File: src/rtl/lht_ctrl.sv
// Controller for the local history table SRAM: clears the table after reset, then
// arbitrates the read port between lookups and read-modify-write history updates.
module lht_ctrl #(
  parameter int ADDR_WIDTH = 8,
  parameter int DATA_WIDTH = 8
) (
  input  logic                  clk,
  input  logic                  rst,
  input  logic                  lookup_valid,
  input  logic [ADDR_WIDTH-1:0] lookup_idx,
  output logic                  lookup_ready,
  output logic                  resp_valid,
  output logic [DATA_WIDTH-1:0] resp_hist,
  input  logic                  upd_valid,
  input  logic [ADDR_WIDTH-1:0] upd_idx,
  input  logic                  upd_taken,
  output logic                  upd_ready,
  output logic                  init_done,
  output logic                  sram_csb0,
  output logic [ADDR_WIDTH-1:0] sram_addr0,
  output logic [DATA_WIDTH-1:0] sram_din0,
  output logic                  sram_csb1,
  output logic [ADDR_WIDTH-1:0] sram_addr1,
  input  logic [DATA_WIDTH-1:0] sram_dout1
);

  typedef enum logic {ST_INIT, ST_RUN} state_t;

  state_t                state;
  logic [ADDR_WIDTH-1:0] cnt;
  logic                  u1_valid;
  logic [ADDR_WIDTH-1:0] u1_idx;
  logic                  u1_taken;
  logic                  fv;
  logic [ADDR_WIDTH-1:0] fidx;
  logic [DATA_WIDTH-1:0] fdata;
  logic [ADDR_WIDTH-1:0] rd_addr;
  logic [DATA_WIDTH-1:0] rd_data;
  logic [DATA_WIDTH-1:0] upd_hist;
  logic                  upd_acc;
  logic                  lookup_acc;
  logic                  init_wr;
  logic                  upd_wr;

  // rst gates every port strobe so nothing reaches the SRAM at a reset edge
  assign upd_ready    = (state == ST_RUN) && !rst;
  assign lookup_ready = upd_ready && !upd_valid;
  assign upd_acc      = upd_valid && upd_ready;
  assign lookup_acc   = lookup_valid && lookup_ready;
  assign init_wr      = (state == ST_INIT) && !rst;
  assign upd_wr       = u1_valid && !rst;
  assign init_done    = (state == ST_RUN);

  // The SRAM returns stale data for a read registered at the same edge as a write
  assign rd_data  = (fv && (fidx == rd_addr)) ? fdata : sram_dout1;
  assign upd_hist = {rd_data[DATA_WIDTH-2:0], u1_taken};
  assign resp_hist = rd_data;

  assign sram_csb0  = !(init_wr || upd_wr);
  assign sram_addr0 = init_wr ? cnt : u1_idx;
  assign sram_din0  = init_wr ? '0 : upd_hist;
  assign sram_csb1  = !(upd_acc || lookup_acc);
  assign sram_addr1 = upd_acc ? upd_idx : lookup_idx;

  always_ff @(posedge clk) begin
    if (upd_acc) begin
      u1_idx   <= upd_idx;
      u1_taken <= upd_taken;
    end
    if (!sram_csb0) begin
      fidx  <= sram_addr0;
      fdata <= sram_din0;
    end
    if (!sram_csb1) rd_addr <= sram_addr1;

    if (rst) begin
      state      <= ST_INIT;
      cnt        <= '0;
      u1_valid   <= 1'b0;
      resp_valid <= 1'b0;
      fv         <= 1'b0;
    end else begin
      if (state == ST_INIT) begin
        cnt <= cnt + ADDR_WIDTH'(1);
        if (cnt == '1) state <= ST_RUN;
      end
      u1_valid   <= upd_acc;
      resp_valid <= lookup_acc;
      fv         <= !sram_csb0;
    end
  end

endmodule
File: config.mk
export PLATFORM = sky130hd
export DESIGN_NAME = lht_ctrl
export DESIGN_NICKNAME = d
export VERILOG_FILES = /design/src/rtl/lht_ctrl.sv
export SDC_FILE = /design/constraint.sdc
export NUM_CORES = 1
export LEC_CHECK = 0
export BUFFER_PORTS_ARGS = -buffer_cell sky130_fd_sc_hd__buf_2
export CORE_ASPECT_RATIO = 0.9
export CORE_MARGIN = 2
export CORE_UTILIZATION = 45
export DETAILED_ROUTE_END_ITERATION = 12
export PLACE_DENSITY = 0.69
export SLEW_MARGIN = 15
export SYNTH_ARGS = -nofsm -noshare
export SYNTH_HDL_FRONTEND = slang
export SYNTH_SLANG_ARGS = --single-unit
File: constraint.sdc
create_clock -name clk -period 1.87 [get_ports clk]
set_input_delay 0.2805 -clock clk [delete_from_list [all_inputs] [get_ports clk]]
set_output_delay 0.2805 -clock clk [all_outputs]
set_load 0.02 [all_outputs]
==> flow_summary_export.csv <==
group,metric,value,unit
routing,drc_errors,0,
layout,drive_gt1_share,54.2,%
clock_network,cts_root_buffer,"clkbuf_8",
critical_path,cp_data_arrival_time,1940,ps
clock_network,cts_sinks,45,
critical_path,path_buf_inv,2,
floorplan,io_pins,67,
synth,synth_cell_types,30,
critical_path,slowest_delay,420,ps
critical_path,cp_max_fo,7,
critical_path,crit_chain,"xnor2_2 > nand4_1 > nor3_4 > buf_6 > mux2_4 > buf_6",
synth,synth_area,0.00204,sq mm
clock_network,cts_buffer_depth,2,
sta,hold_viol,0,
synth,yosys.area.top_type,"edfxtp_1",
routing,route.vias.total,1464,
routing,routed_wl,4600,um
synth,synth_edf_count,33,
sta,slew_viol_final,0,
synth,ys_top_cells_by_area,"edfxtp_1 (49%), dfxtp_1 (12%), mux2_2 (12%)",
sta,min_period_over_period,119,%
layout,final_cells,302,
sta,max_freq,451,MHz
sta,setup_viol,15,
floorplan,die_y,67.9,um
sta,whs,162,ps
grt,grt_overflow,0,
grt,grt_pass1_vias,1468,
synth,syn_avg_cell_area,13.5,sq um
clock_network,clock_latency,290,ps
clock_network,clk_pin_slew,80,ps
run,maxCapViolCount,0,
sta,slew_headroom,77.7,%
floorplan,start_util,46.3,%
clock_network,hold_buffers,0,
routing,drtPass1Iterations,4,
layout,synthToLayoutAreaGrowth,39.8,%
critical_path,critPathRequiredTime,1590,ps
power,p_leak,1.21,nW
sta,worst_slew_pin_slew,334,ps
critical_path,critPathCaptureType,"primary output",
floorplan,die-area,0.00509,sq mm
routing,drt_iter0_markers,33,
run_status,violations,"setup timing",
critical_path,critical_path_class,"reg2out",
clock_network,cts_tree,"yes",
sta,finalCriticalPeriod,2220,ps
grt,grt_pass1_wl,6870,um
critical_path,crit_top_cell,"buf_6",
layout,nets,269,
synth,ys_warn_count,0,
grt,grt_max_degree,15,
critical_path,regToRegSetupSlack,50,ps
synth,synth_nets,181,
sta,rsz0062_at_grt,"yes",
power,vdd_ir_drop_max,0.394,mV
floorplan,die_width,75.0,um
placed_design,dpl_worst_slack,-65.6,ps
placed_design,dp.cells,287,
run_status,status,"finished with violations",
grt,grt_usage,18.8,%
sta,finalWorstSetupSlack,-348,ps
critical_path,cpMaxStageDelayCell,"edfxtp_1",
synth,synth_async_sr_flop_share,0,%
synth,synth_cells,151,
critical_path,crit_path_start_kind,"flip-flop",
layout,n_fill_cell,349,
placed_design,place_hpwl,3080,um
min_path,hp-class,"in2reg",
routing,drt.antenna.violating_nets,0,
synth,ys.flop_type,"edfxtp_1",
routing,viasPerCell,4.85,
critical_path,critPathTopFamily,"flip-flops",
synth,synth_top_cell_area_share,48.6,%
layout,final_cell_area,0.00285,sq mm
synth,synthTopCellsByCount,"edfxtp_1 (33), mux2_2 (21), nand2_1 (17)",
routing,wl_per_cell,15.2,um
clock_network,cts_buffers,5,
grt,antenna_found_initial,0,
floorplan,num_rows,23,
synth,synth.most_common_cell,"edfxtp_1",
placed_design,port_buffers,66,
layout,antenna_cells,0,
sta,skew,5.95,ps
synth,synth.ff_latch_count,45,
power,powerDensity,688,mW/mm^2
placed_design,post_dp_cell_area,0.00251,sq mm
placed_design,gp_congestion,0.710,
floorplan,core_area,0.00440,sq mm
clock_network,h-tree-depth,2,
synth,ys_seq_area_share,60.4,%
[worst paths after layout]
path | to | depth (start not counted) | start
hold reg to reg | fv | 2 | u1_valid
setup / recovery | resp_hist[2] | 6 | rd_addr[2]
setup reg to reg | fdata[6] | 7 | rd_addr[2]
hold / removal | u1_taken | 1 | upd_taken
[layout by cell type, fill, tap and decap left out, types with 3 or more instances in the layout]
cell type  synthesis  routed
mux2i_4            0       4
xnor2_1           11       9
edfxtp_1          33      33
mux2_4             3       9
clkbuf_8           0       5
buf_4              0      21
nor2_1             8       8
buf_6              0      14
mux2_2            21      15
dfxtp_1           12      12
nand2_1           17      17
nor2b_1            3       3
xor2_1             3       3
clkbuf_1           3       3
inv_1              5       5
buf_2              2      51
[area by class of cell]
| cell class | instances | area (sq um) | area share (%) |
|---|---|---|---|
| well taps | 62 | 77.6 | 2.72 |
| multi-input cells | 96 | 872 | 30.6 |
| clock buffers | 8 | 80.1 | 2.81 |
| inverters | 5 | 18.8 | 0.658 |
| repair buffers | 86 | 571 | 20.0 |
| flip-flops and latches | 45 | 1230 | 43.2 |
[flip-flops by register name (all words and copies together), names as in the netlist]
register	cells
cnt	8
fdata	8
fidx	8
rd_addr	8
u1_idx	8
fv	1
init_done	1
resp_valid	1
u1_taken	1
u1_valid	1
[per-stage QoR]
step	setup TNS (ps)	utilization (%)	total power, mW
after CTS	-4330	62.5	1.95
after global placement	-159	57.1	1.36
final	-4910	64.7	1.96
after floorplan	-24.1	-	1.26
after detailed placement	-477	57.1	1.36
after global routing	-6190	64.7	2.03
[logic make-up (layout without fill, tap and decap cells)]
| kind of cell | after synthesis | after routing | share of synthesized area, % |
|---|---|---|---|
| AOI/OAI and AO/OA | 6 | 6 | 1.78 |
| xor gates and xnor gates | 14 | 14 | 6.01 |
| adders and majority gates | 1 | 1 | 0.613 |
| buffers and inverters | 11 | 99 | 2.94 |
| DFF | 45 | 45 | 60.4 |
| muxes | 32 | 32 | 17.7 |
| and+or+nand+nor | 42 | 43 | 10.6 |
[repair_timing]
action / in CTS / in global routing
cloned: 0 / 1
resized for setup: 38 / 14
setup buffers: 2 / 4
pin swaps: 3 / 1
endpoints found under the setup margin: 23 / 26
endpoints found under the hold margin: 0 / 0
[routing by layer]
metal  wire length, um  share of wire [%]  vias up  GRT usage [%]
met1              1990                 43      688           24.1
li1                  -                  -      712              -
met3               226                4.9        5           2.65
met2              2340                 51       59           32.8
met5                 0                  0        -              0
met4                45               0.98        0           6.03
[power by group]
part / internal [mW] / switching (mW) / total, mW
sequential: 1.10 / 0.0181 / 1.12
clock: 0.266 / 0.303 / 0.568
combinational: 0.136 / 0.140 / 0.276
Note: power is estimated with default switching activity, not from simulation.
